File: config.mk
export PLATFORM = sky130hd
export DESIGN_NAME = i2s_stream_controller
export DESIGN_NICKNAME = d
export VERILOG_FILES = /design/src/rtl/i2s_ctrl_pkg.sv /design/src/rtl/i2s_stream_controller_settle_timer.sv /design/src/rtl/i2s_stream_controller.sv
export SDC_FILE = /design/constraint.sdc
export NUM_CORES = 1
export LEC_CHECK = 0
export ABC_AREA = 1
export BUFFER_PORTS_ARGS = -buffer_cell sky130_fd_sc_hd__buf_4
export CORE_MARGIN = 4
export CORE_UTILIZATION = 51
export CTS_CLUSTER_DIAMETER = 150
export CTS_CLUSTER_SIZE = 8
export DETAILED_ROUTE_END_ITERATION = 16
export PLACE_DENSITY = 0.71
export SYNTH_ARGS = -nofsm -noshare
export SYNTH_HDL_FRONTEND = slang
export SYNTH_SLANG_ARGS = --single-unit
File: constraint.sdc
create_clock -name clk -period 1.3 [get_ports clk]
set_input_delay 0.195 -clock clk [delete_from_list [all_inputs] [get_ports clk]]
set_output_delay 0.195 -clock clk [all_outputs]
set_load 0.05 [all_outputs]
File: src/rtl/i2s_ctrl_pkg.sv
// Shared definitions for the audio output path: rate codes for the clock
// mux, sample-size codes for the processor and shift register, legality
// helpers and the stream controller state encoding.
package i2s_ctrl_pkg;

  localparam logic [1:0] s_48k   = 2'd0;
  localparam logic [1:0] s_88_2k = 2'd1;
  localparam logic [1:0] s_96k   = 2'd2;

  localparam logic [2:0] S_8BIT  = 3'd0;
  localparam logic [2:0] S_12BIT = 3'd1;
  localparam logic [2:0] S_16BIT = 3'd3;
  localparam logic [2:0] S_24BIT = 3'd4;
  localparam logic [2:0] S_32BIT = 3'd5;

  typedef enum logic [2:0] {
    ST_IDLE,
    ST_ARM,
    ST_RUN,
    ST_DRAIN,
    ST_APPLY,
    ST_SETTLE
  } ctrl_state_e;

  function automatic logic rate_legal(input logic [1:0] rate);
    case (rate)
      s_48k, s_88_2k, s_96k: return 1'b1;
      default:               return 1'b0;
    endcase
  endfunction

  function automatic logic size_legal(input logic [2:0] size);
    case (size)
      S_8BIT, S_12BIT, S_16BIT, S_24BIT, S_32BIT: return 1'b1;
      default:                                    return 1'b0;
    endcase
  endfunction

endpackage

File: src/rtl/i2s_stream_controller_settle_timer.sv
// settle_timer: 16-bit down counter used to hold the stream after a clock
// or size change.
//   clk, rst   : clock, synchronous active-high reset
//   load       : load load_val into the counter
//   load_val   : initial count
//   count_en   : decrement while nonzero
//   done       : counter is zero
module settle_timer (
  input  logic        clk,
  input  logic        rst,
  input  logic        load,
  input  logic [15:0] load_val,
  input  logic        count_en,
  output logic        done
);

  logic [15:0] cnt;

  always_ff @(posedge clk) begin
    if (rst) begin
      cnt <= '0;
    end else if (load) begin
      cnt <= load_val;
    end else if (count_en && (cnt != '0)) begin
      cnt <= cnt - 16'd1;
    end
  end

  assign done = (cnt == '0);

endmodule

File: src/rtl/i2s_stream_controller.sv
// i2s_stream_controller: sequences the audio output path. Owns the clock-mux
// select and sample size, applies changes only at frame boundaries with the
// shift register held, gates shift-register start pulses and counts
// underruns.
//   cfg_valid/cfg_ready/cfg_rate/cfg_size/cfg_err : configuration request
//   enable, sample_valid, sr_busy, frame_done     : stream status inputs
//   audio_clk_sel, sample_size                    : applied configuration
//   sr_start, sr_hold, running, underruns         : stream control/status
// All outputs are registered.
module i2s_stream_controller
  import i2s_ctrl_pkg::*;
#(
  parameter int unsigned SETTLE_CYCLES = 64,
  parameter int unsigned UNDERRUN_W    = 8
) (
  input  logic                  clk,
  input  logic                  rst,
  input  logic                  cfg_valid,
  output logic                  cfg_ready,
  input  logic [1:0]            cfg_rate,
  input  logic [2:0]            cfg_size,
  output logic                  cfg_err,
  input  logic                  enable,
  input  logic                  sample_valid,
  input  logic                  sr_busy,
  input  logic                  frame_done,
  output logic [1:0]            audio_clk_sel,
  output logic [2:0]            sample_size,
  output logic                  sr_start,
  output logic                  sr_hold,
  output logic                  running,
  output logic [UNDERRUN_W-1:0] underruns
);

  // Timer reaches zero on the last SETTLE cycle, so it is loaded with N-1.
  localparam logic [15:0] SETTLE_LOAD = 16'(SETTLE_CYCLES - 1);

  ctrl_state_e state, state_nx;

  logic                  pend, pend_nx;
  logic [1:0]            pend_rate, pend_rate_nx;
  logic [2:0]            pend_size, pend_size_nx;
  logic [1:0]            clk_sel_nx;
  logic [2:0]            size_nx;
  logic [UNDERRUN_W-1:0] under_nx;
  logic                  start_nx, err_nx;
  logic                  accept, legal_acc;
  logic                  tmr_load, tmr_done;

  assign accept    = cfg_valid && cfg_ready;
  assign legal_acc = accept && rate_legal(cfg_rate) && size_legal(cfg_size);

  settle_timer u_settle_timer (
    .clk      (clk),
    .rst      (rst),
    .load     (tmr_load),
    .load_val (SETTLE_LOAD),
    .count_en (state == ST_SETTLE),
    .done     (tmr_done)
  );

  always_comb begin
    state_nx     = state;
    pend_nx      = pend;
    pend_rate_nx = pend_rate;
    pend_size_nx = pend_size;
    clk_sel_nx   = audio_clk_sel;
    size_nx      = sample_size;
    under_nx     = underruns;
    start_nx     = 1'b0;
    err_nx       = accept && !legal_acc;
    tmr_load     = 1'b0;

    if (legal_acc) begin
      pend_nx      = 1'b1;
      pend_rate_nx = cfg_rate;
      pend_size_nx = cfg_size;
    end

    case (state)
      ST_IDLE: begin
        if (legal_acc)   state_nx = ST_APPLY;
        else if (enable) state_nx = ST_ARM;
      end
      ST_ARM: begin
        if (!enable) begin
          state_nx = ST_IDLE;
        end else if (sample_valid) begin
          start_nx = 1'b1;
          state_nx = ST_RUN;
        end
      end
      ST_RUN: begin
        // A pending change or stop wins over a frame restart.
        if (legal_acc || !enable) begin
          state_nx = ST_DRAIN;
        end else if (frame_done) begin
          if (sample_valid) begin
            start_nx = 1'b1;
          end else begin
            if (underruns != '1) under_nx = underruns + UNDERRUN_W'(1);
            state_nx = ST_ARM;
          end
        end
      end
      ST_DRAIN: begin
        if (frame_done || !sr_busy) state_nx = pend ? ST_APPLY : ST_IDLE;
      end
      ST_APPLY: begin
        clk_sel_nx = pend_rate;
        size_nx    = pend_size;
        pend_nx    = 1'b0;
        tmr_load   = 1'b1;
        state_nx   = ST_SETTLE;
      end
      ST_SETTLE: begin
        if (tmr_done) state_nx = enable ? ST_ARM : ST_IDLE;
      end
      default: state_nx = ST_IDLE;
    endcase
  end

  always_ff @(posedge clk) begin
    if (rst) begin
      state         <= ST_IDLE;
      pend          <= 1'b0;
      pend_rate     <= s_48k;
      pend_size     <= S_16BIT;
      audio_clk_sel <= s_48k;
      sample_size   <= S_16BIT;
      sr_hold       <= 1'b1;
      cfg_ready     <= 1'b1;
      sr_start      <= 1'b0;
      running       <= 1'b0;
      cfg_err       <= 1'b0;
      underruns     <= '0;
    end else begin
      state         <= state_nx;
      pend          <= pend_nx;
      pend_rate     <= pend_rate_nx;
      pend_size     <= pend_size_nx;
      audio_clk_sel <= clk_sel_nx;
      sample_size   <= size_nx;
      sr_hold       <= (state_nx == ST_IDLE) || (state_nx == ST_APPLY) ||
                       (state_nx == ST_SETTLE);
      cfg_ready     <= (state_nx == ST_IDLE) || (state_nx == ST_RUN);
      sr_start      <= start_nx;
      running       <= (state_nx == ST_RUN);
      cfg_err       <= err_nx;
      underruns     <= under_nx;
    end
  end

endmodule

==> results of run 1 <==
sequential cells by signal (all words and copies together), names as in the netlist:
signal / cells
cfg_err: 1
running: 1
sample_size: 3
state: 3
pend: 1
sr_hold: 1
cfg_ready: 1
u_settle_timer.cnt: 16
pend_size: 3
underruns: 8
pend_rate: 2
sr_start: 1
audio_clk_sel: 2
timing repair:
item / 4_1_cts / 5_1_grt
gates cloned: 1 / 0
pin swaps: 21 / 19
endpoints found under the hold margin: 0 / 0
resized for setup: 39 / 44
endpoints found under the setup margin: 29 / 39
buffers inserted: 4 / 1
area by class of cell:
| cell class | count | area share, % |
|---|---|---|
| Timing Repair Buffer | 81 | 19.7 |
| Tap cell | 50 | 1.94 |
| Sequential cell | 43 | 27.5 |
| Inverter | 24 | 3.80 |
| Timing Repair inverter | 1 | 0.233 |
| Multi-Input combinational cell | 235 | 44.5 |
| Clock buffer | 6 | 2.25 |
where the power goes:
| group | switching, mW | internal, mW |
|---|---|---|
| Clock | 0.425 | 0.358 |
| Sequential | 0.129 | 1.50 |
| Combinational | 1.61 | 1.19 |
worst min-delay path: cells and delay by family:
kind          cells  cell delay, ns
simple gates      2            0.09
buf+inv           1            0.08
how the worst max path moves through the flow:
stage	to	start	slack (ns)
2_1_floorplan	underruns[2]$_SDFFE_PP0P_	underruns[1]$_SDFFE_PP0P_	-0.11
3_3_place_gp	underruns[2]$_SDFFE_PP0P_	underruns[1]$_SDFFE_PP0P_	-0.08
3_5_place_dp	u_settle_timer.cnt[5]$_SDFFE_PP0P_	u_settle_timer.cnt[0]$_SDFFE_PP0P_	-0.12
4_1_cts	underruns[3]$_SDFFE_PP0P_	underruns[0]$_SDFFE_PP0P_	-0.09
5_1_grt	running$_SDFF_PP0_	u_settle_timer.cnt[1]$_SDFFE_PP0P_	-0.19
6_report	underruns[3]$_SDFFE_PP0P_	underruns[1]$_SDFFE_PP0P_	-0.11
synth_stat cells (all sizes together):
cell	count	area share [%]
nand2	91	17
nor2	54	12
dfxtp	43	40
a21oi	26	6.0
inv	23	4.2
nand3	22	5.3
o21ai	11	2.5
xor2	9	3.6
nor3	6	1.9
or2	5	1.4
xnor2	5	2.0
buf	3	1.2
ha	3	1.7
clkbuf	2	0.35
a211oi	1	0.35
clkinv	1	0.23
nand3b	1	0.35
nand4	1	0.29
kinds of logic after synthesis:
kind of cell,share of synthesized area (%)
xor gates and xnor gates,5.65
and+or+nand+nor,38.1
buffers and inverters,5.99
AOI/OAI and AO/OA,8.87
DFF,39.6
adders and majority gates,1.73
metrics by stage:
| stage | setup TNS, ns | power [mW] |
|---|---|---|
| global placement | -1.37 | 3.88 |
| finish | -1.48 | 5.21 |
| global route | -3.83 | 5.54 |
| detailed placement | -2.46 | 3.93 |
| floorplan | -0.662 | 3.19 |
| CTS | -1.32 | 4.98 |
placed cells by master (no fill, tap or decap), types with 12 or more instances in the layout:
cell | netlist | layout
nand3_1 | 21 | 15
nand2_2 | 7 | 16
inv_1 | 18 | 14
nand2_1 | 82 | 69
nor2_1 | 42 | 35
a21oi_2 | 0 | 12
dfxtp_1 | 43 | 29
buf_4 | 2 | 76
a21oi_1 | 26 | 14
layer usage:
metal  GRT usage (%)  part of all wire, %  routed length [um]
met3            4.38                  3.6                 212
met1            26.0                   41                2430
met2            39.4                   54                3150
met5               0                    0                   0
met4            5.94                  1.1                  66
==> run metrics, run 1 <==
DP Area 0.00284 sq mm; Clk pin slew, worst setup/hold paths 0.07 ns; final setup fails 26; Mapped Cells 307; pwr/cell area around 1600 mW/mm^2; CTS tree yes; final core occ approximately 80%; root buffer cell clkbuf_8; multi-input combinational cell area 0.00144 sq mm; Setup WS pre-CTS -0.119 ns; CP max stage delay approximately 0.36 ns; worst r2r path cells 10; initial DRC count 74; RSZ-0062 raised after global routing yes; storage element area 888 sq um; area delta synth->final 48.5%; R2R Setup Slk -0.11 ns; Net Count, Synth 322; Least-Margin Pin Slew a little under 0.3 ns; Horiz. Die Dim 73.3 um; largest net degree at the start of global routing 15; dpl cells 429; CTS sink count 43; Syn Std Cell Area around 0.0022 sq mm; num rows 23; share of cells above drive strength 1 47.9%; # fillers slightly below 300; max_cap viols 0; RR Startpoint underruns[1]$_SDFFE_PP0P_; library cells used by synthesis 27; final setup margin -0.111 ns; outcome finished with violations; final period utilization 109%; DR pass1 iterations 4; Die Ht 73.3 um; WL final 5.87 mm; failing checks setup timing; fin area 0.00323 sq mm; Worst path depth 10; CP cell instances ha_4 -> nand2_2 -> inv_2 -> nand3_2 -> nor2_1 -> nor2_1 -> nand2_2 -> clkinvlp_4 -> a21oi_2 -> nor2_1; core area 0.00406 sq mm; vias in the first global route roughly 2100; grt ovf 0; CTS HTree Levels 2; Worst EP arrival 1.60 ns; via count roughly 2200; Final Hold Slack between 0.1 and 0.15 ns; Clk Latency, worst-skew pair 0.29 ns; fraction of the yosys area taken by sequential cells 39.6%; worst hold path class input pin to flop; CTS max path bufs 2; critical path endpoint category flop; final hold vios 0; Slowest cell on crit path dfxtp_4; Max VDD drop 1060 uV; hold_buf cts 0; global-route wire length before repair 9.14 mm; DRC violations left 0; ANT cells 0; fin nets 406; antenna violations before repair 0; Post-DP HPWL about 4 mm; hold depth 3; Worst Hold Path EP pend_size[0]$_SDFFE_PP1P_; total CTS buffers 5; worst min-delay path startpoint cfg_size[0]; Critical Path Fanout Max 4; Antenna Nets Post-Route 0; total track usage 21.8%; most frequent cell on the critical path nor2_1; Pleak 1.49 nW; Ys Warns 0; Critical Path Start Type flop; routability cong. between 0.8 and 0.9; vias per cell 5.05; die footprint 0.00537 sq mm; minimum clock period 1.41 ns; Initial Utilization a little over half; RR Endpoint underruns[3]$_SDFFE_PP0P_; I/O pin cnt 30; Avg Inst Size Synth 7.08 sq um; Max Freq just over 0.7 GHz; Setup CP Type flop to flop; Slew Viols, Final 0; register bit total from synthesis 43; Non-Filler Instances 440; routed len/inst 13.3 um; Worst EP required 1.49 ns; Setup Skew 0.00822 ns; CP delay by family, top simple AND/OR/NAND/NOR gates; Port Buf Inserts 29; Relative slew margins 80.2%; buffers and inverters on the worst path 2
Power figures use the tool's default switching activity.
==> run 2: changes to the inputs <==
--- a/config.mk
+++ b/config.mk
@@ -13,6 +13,7 @@
 export CTS_CLUSTER_SIZE = 8
 export DETAILED_ROUTE_END_ITERATION = 16
 export PLACE_DENSITY = 0.71
+export SETUP_SLACK_MARGIN = 0.02
 export SYNTH_ARGS = -nofsm -noshare
 export SYNTH_HDL_FRONTEND = slang
 export SYNTH_SLANG_ARGS = --single-unit
==> run 2 against run 1 <==
Net effect:
- the run still ends with setup timing left
- cell count up 1.1%
- register-to-register slack got worse by 0.05 ns
- flip-flop and latch count stayed put
- sequential power hardly changed
- setup slack got worse by 0.051 ns
- clock power rose by 29%
- critical path depth is 1 lower
- die area unchanged
- clock-buffer cell count unchanged
- largest cell class unchanged
- highest routed layer unchanged
==> run metrics, run 2 (synthesis gave the netlist of run 1 again) <==
Critical Path Start Type flop; Slew Viols, Final 0; Critical Path Fanout Max 7; CP cell instances nor2_4 -> nand2_4 -> nor2_4 -> nand2_2 -> nand2_4 -> nand2_8 -> nor2_4 -> nand3_2 -> nor2_2; pwr/cell area 1730 mW/mm^2; Antenna Nets Post-Route 0; Worst Hold Path EP pend_size[1]$_SDFFE_PP1P_; routability cong. 0.835; area delta synth->final 50.3%; outcome finished with violations; global-route wire length before repair 10.1 mm; DR pass1 iterations 4; most frequent cells in the layout buf_4 (77), nand2_1 (70), nor2_1 (29), dfxtp_1 (23), a21oi_1 (20); CTS HTree Levels 2; commonest non-fill, non-tap cell in the layout buf_4; buffers and inverters on the worst path 0; Horiz. Die Dim around 73 um; Pleak between 1.5 and 2 nW; final period utilization 112%; Setup WS pre-CTS -0.125 ns; total track usage between 20% and 30%; WL final 6.52 mm; CTS tree yes; worst r2r path cells 9; Max Freq 0.684 GHz; Worst EP required around 1.5 ns; final hold vios 0; CP max stage delay 0.36 ns; final core occ 80.5%; num rows 23; die footprint between 0.005 and 0.006 sq mm; final setup margin -0.162 ns; max reg flops 16; minimum clock period 1.46 ns; RSZ-0062 raised after global routing yes; largest net degree at the start of global routing 16; multi-input combinational cell area 0.00141 sq mm; Least-Margin Pin Slew between 0.3 and 0.4 ns; CTS max path bufs 2; ANT cells 0; routed len/inst 14.7 um; vias per cell around 5.2; antenna violations before repair 0; share of cells above drive strength 1 49.1%; Max VDD drop between 1000 and 1500 uV; max_cap viols 0; worst hold path class input pin to flop; Initial Utilization between 50% and 60%; Worst path depth 9; Post-DP HPWL between 4 and 5 mm; DRC violations left 0; critical path endpoint category flop; total chip power 5.63 mW; fin nets 409; R2R Setup Slk -0.16 ns; Setup Skew 0.00663 ns; root buffer cell clkbuf_8; I/O pin cnt 30; CTS sink count 43; Setup CP Type flop to flop; worst min-delay path startpoint cfg_size[1]; via count 2327; storage element area between 800 and 900 sq um; grt ovf 0; most frequent cell on the critical path nor2_4; total CTS buffers 5; CP delay by family, top simple AND/OR/NAND/NOR gates; vias in the first global route around 2300; setup TNS -2.55 ns; failing checks setup timing; Die Ht 73.3 um; Relative slew margins between 70 and 80%; Largest Register u_settle_timer.cnt; Clk pin slew, worst setup/hold paths 0.09 ns; hold depth 3; RR Startpoint u_settle_timer.cnt[3]$_SDFFE_PP0P_; Port Buf Inserts 29; RR Endpoint running$_SDFF_PP0_; Slowest cell on crit path dfxtp_2; Worst EP arrival 1.71 ns; initial DRC count 150; # fillers 270; Clk Latency, worst-skew pair roughly 0.3 ns; core area 0.00406 sq mm; final setup fails 29; biggest regs u_settle_timer.cnt: 16 flops, underruns: 8 flops
[run 2: changes by cell type in the layout (fill, tap and decap cells not counted), moves of 3 or more]
cell	change
nor2_2	+3
a21oi_1	+6
dfxtp_2	+6
a21oi_2	-6
nor2_4	+3
nor2_1	-6
dfxtp_1	-6
[run 2: area by class of cell]
type,count,area share [%]
multi-input cells,235,43.3
clock inverters,2,0.498
clock buffers,6,2.87
repair buffers,83,20.0
flip-flops and latches,43,27.4
repair inverters,2,0.498
inverters,24,3.41
well taps,50,1.92
[run 2: worst max-delay path by stage]
stage	startpoint	end
finish	u_settle_timer.cnt[3]$_SDFFE_PP0P_	running$_SDFF_PP0_
global route	u_settle_timer.cnt[10]$_SDFFE_PP0P_	running$_SDFF_PP0_
CTS	u_settle_timer.cnt[0]$_SDFFE_PP0P_	running$_SDFF_PP0_
detailed placement	u_settle_timer.cnt[1]$_SDFFE_PP0P_	sr_hold$_SDFF_PP1_
global placement	u_settle_timer.cnt[0]$_SDFFE_PP0P_	cfg_ready$_SDFF_PP1_
floorplan	underruns[1]$_SDFFE_PP0P_	underruns[2]$_SDFFE_PP0P_
[run 2: stage by stage]
stage / hold WS, ns / instances / cell area, sq um
after floorplan: 0.264 / 307 / 2230
final: 0.105 / 445 / 3260
after global placement: 0.404 / 424 / 2800
after global routing: 0.119 / 445 / 3260
after detailed placement: 0.419 / 424 / 2800
after CTS: 0.101 / 439 / 3070
[run 2: report_power, final]
part           switching [mW]  leakage [nW]  total (mW)  internal, mW
Combinational            1.73          1.11        2.97          1.24
Clock                   0.505        0.0530        1.01         0.502
Sequential              0.148         0.360        1.65          1.51
[run 2: metal layers]
| metal | GRT usage (%) | vias to the layer above | wire length, um |
|---|---|---|---|
| met5 | 0 | - | 0 |
| met4 | 6.15 | 0 | 66 |
| met3 | 5.75 | 8 | 406 |
| met2 | 40.8 | 94 | 3250 |
| met1 | 31.1 | 1074 | 2800 |
| li1 | - | 1151 | - |
[run 2: what timing repair did]
item	4_1_cts	5_1_grt
gates cloned	1	1
gates resized for setup	32	51
hold buffers	0	0
pin swaps	18	26
endpoints found under the setup margin	30	37
setup buffers	6	5
[run 2: tightest hold or removal path: cells and delay by family]
family	cells	cell delay, ns
and+or+nand+nor	2	0.09
buffers and inverters	1	0.08
==> run 3: changes to the inputs <==
--- a/config.mk
+++ b/config.mk
@@ -12,7 +12,7 @@
 export CTS_CLUSTER_DIAMETER = 150
 export CTS_CLUSTER_SIZE = 8
 export DETAILED_ROUTE_END_ITERATION = 16
-export PLACE_DENSITY = 0.71
+export PLACE_DENSITY = 0.75
 export SETUP_SLACK_MARGIN = 0.02
 export SYNTH_ARGS = -nofsm -noshare
 export SYNTH_HDL_FRONTEND = slang
==> run 3 against run 2 <==
Net effect:
- the flow still finishes with violations (setup timing)
- first-iteration DRC count increased by 24%
- global-route usage increased by 1.0 points
- non-clock buffer count unchanged
- design area increased by 5.9%
- cell count increased by 0.22%
- die area unchanged
- core utilization increased by 4.7 points
- clock-buffer cell count increased by 2
- total power increased by 6.5%
- flip-flop and latch count unchanged
- register-to-register slack got worse by 0.13 ns
- sequential power about the same
- largest cell class unchanged
==> run metrics, run 3 (synthesis gave the netlist of run 1 again) <==
Final Hold Slack approximately 0.11 ns; ANT cells 0; CTS tree yes; grt ovf 0; Slew Viols, Final 0; Pleak around 1.6 nW; share of cells above drive strength 1 54.8%; failing checks setup timing; Pint 3.37 mW; core area 0.00406 sq mm; Setup CP Type flop to flop; area delta synth->final 59.2%; final hold vios 0; Clk pin slew, worst setup/hold paths roughly 0.09 ns; biggest regs u_settle_timer.cnt: 16 flops, underruns: 8 flops; Least-Margin Pin Slew 0.286 ns; outcome finished with violations; DRC violations left 0; top sig layer met4; Worst EP required 1.51 ns; Flop pwr share between 20% and 30%; DR WL met2 3.74 mm; Critical Path Start Type flop; commonest non-fill, non-tap cell in the layout buf_4; Setup WS pre-CTS -0.115 ns; Max Freq around 0.63 GHz; critical path endpoint category flop; Comb pwr share 56.7%; antenna violations before repair 0; Horiz. Die Dim 73.3 um; RR Endpoint u_settle_timer.cnt[10]$_SDFFE_PP0P_; root buffer cell clkbuf_8; total track usage 25.3%; hold_buf cts 0; vias in the first global route 2217; largest net degree at the start of global routing 16; switching share of power 43.8%; RR Startpoint u_settle_timer.cnt[0]$_SDFFE_PP0P_; final period utilization 123%; Setup Skew around 0.011 ns; routability cong. between 0.8 and 0.9; R2R Setup Slk -0.29 ns; Worst Setup SP u_settle_timer.cnt[0]$_SDFFE_PP0P_; pwr/cell area 1730 mW/mm^2; setup TNS -4.52 ns; Relative slew margins approximately four fifths; crit path to u_settle_timer.cnt[10]$_SDFFE_PP0P_; vias per cell between 5 and 6; I/O pin cnt 30; CP max stage delay between 0.3 and 0.4 ns; clock network fraction of total power 15.8%; Max VDD drop around 1200 uV; Die Ht 73.3 um; Initial Utilization between 50% and 60%; Antenna Nets Post-Route 0; CTS sink count 43; worst r2r path cells 9; initial DRC count ~190; most frequent cells in the layout buf_4 (73), nand2_1 (59), nor2_1 (27), dfxtp_1 (26), nand2_2 (25); num rows 23; total chip power between 5 and 6 mW; fin nets 410; die footprint between 0.005 and 0.006 sq mm; final setup fails 29; RSZ-0062 raised after global routing yes; Critical Path Fanout Max 4; worst hold path class input pin to flop; met3 WL post-DR 505 um; WL final 7.54 mm; max_cap viols 0; Post-DP HPWL 4.07 mm; routed len/inst 16.9 um; max reg flops 16; Port Buf Inserts 29; Worst EP arrival between 1.5 and 2 ns; Largest Register u_settle_timer.cnt; Clk Latency, worst-skew pair roughly 0.3 ns; CTS max path bufs 2; Slowest cell on crit path dfxtp_2; CTS HTree Levels 2; final setup margin -0.294 ns; DR pass1 iterations 5; Post-Route M1 WL ~3 mm; Net Sw Power approximately 2.6 mW; global-route wire length before repair between 10 and 15 mm; via count between 2000 and 2500; total CTS buffers 5; minimum clock period between 1.5 and 2 ns; CP cell instances inv_4 -> buf_12 -> buf_12 -> ha_4 -> inv_4 -> nor3_4 -> xor2_1 -> nand2_1 -> a21oi_1
## run 3: changes by cell type in the layout (fill, tap and decap cells not counted), sizes merged
| cell | before | now |
|---|---|---|
| clkinvlp | 1 | 0 |
| nand2 | 91 | 92 |
| clkinv | 3 | 2 |
| clkbuf | 6 | 8 |
## run 3: critical path: cells and delay by family, from the launching register on
kind	cells	cell delay [ns]
xor+xnor	1	0.21
simple gates	2	0.27
buf+inv	4	0.33
flops	1	0.35
compound gates	1	0.18
fa+ha+maj	1	0.16
## run 3: repair_timing
item | CTS | global route
buffers inserted | 7 | 6
pin swaps | 21 | 28
hold endpoints to repair | 0 | 0
gates cloned | 1 | 2
endpoints found under the setup margin | 29 | 37
gates resized for setup | 56 | 67
## run 3: layer usage
metal,global-route usage [%],vias to the layer above
met5,0,-
met4,6.56,0
met3,4.38,31
met2,41.9,111
met1,33.9,1164
li1,-,1156
## run 3: stage by stage
stage	instances	cell area, sq um	utilization (%)
floorplan	307	2230	-
global route	446	3460	85.2
CTS	440	3180	78.4
global placement	424	2830	69.6
finish	446	3460	85.2
detailed placement	424	2830	69.6
## run 3: worst min path at each step
stage	from	endpoint	slack, ns	cells past startpoint
2_1_floorplan	rst	u_settle_timer.cnt[2]$_SDFFE_PP0P_	0.26	1
3_3_place_gp	cfg_size[0]	pend_size[0]$_SDFFE_PP1P_	0.41	3
3_5_place_dp	cfg_size[0]	pend_size[0]$_SDFFE_PP1P_	0.41	3
4_1_cts	cfg_size[0]	pend_size[0]$_SDFFE_PP1P_	0.10	3
5_1_grt	cfg_size[1]	pend_size[1]$_SDFFE_PP1P_	0.11	3
6_report	cfg_size[0]	pend_size[0]$_SDFFE_PP1P_	0.11	3
## run 3: layout make-up
type / instances / area, sq um
clock buffer: 8 / 100
fill: 207 / 601
inverter: 24 / 123
multi-input combinational: 236 / 1570
sequential: 43 / 890
tap: 50 / 62.6
timing repair buffer: 83 / 696
timing repair inverter: 2 / 17.5
## run 3: power groups by stage
stage                     clock (mW)  combinational [mW]  sequential (mW)
after floorplan                    0                1.37             1.85
after global placement             0                2.22             1.62
after detailed placement           0                2.27             1.63
after CTS                      0.953                2.76             1.62
after global routing           0.989                3.59             1.67
final                          0.945                3.40             1.65
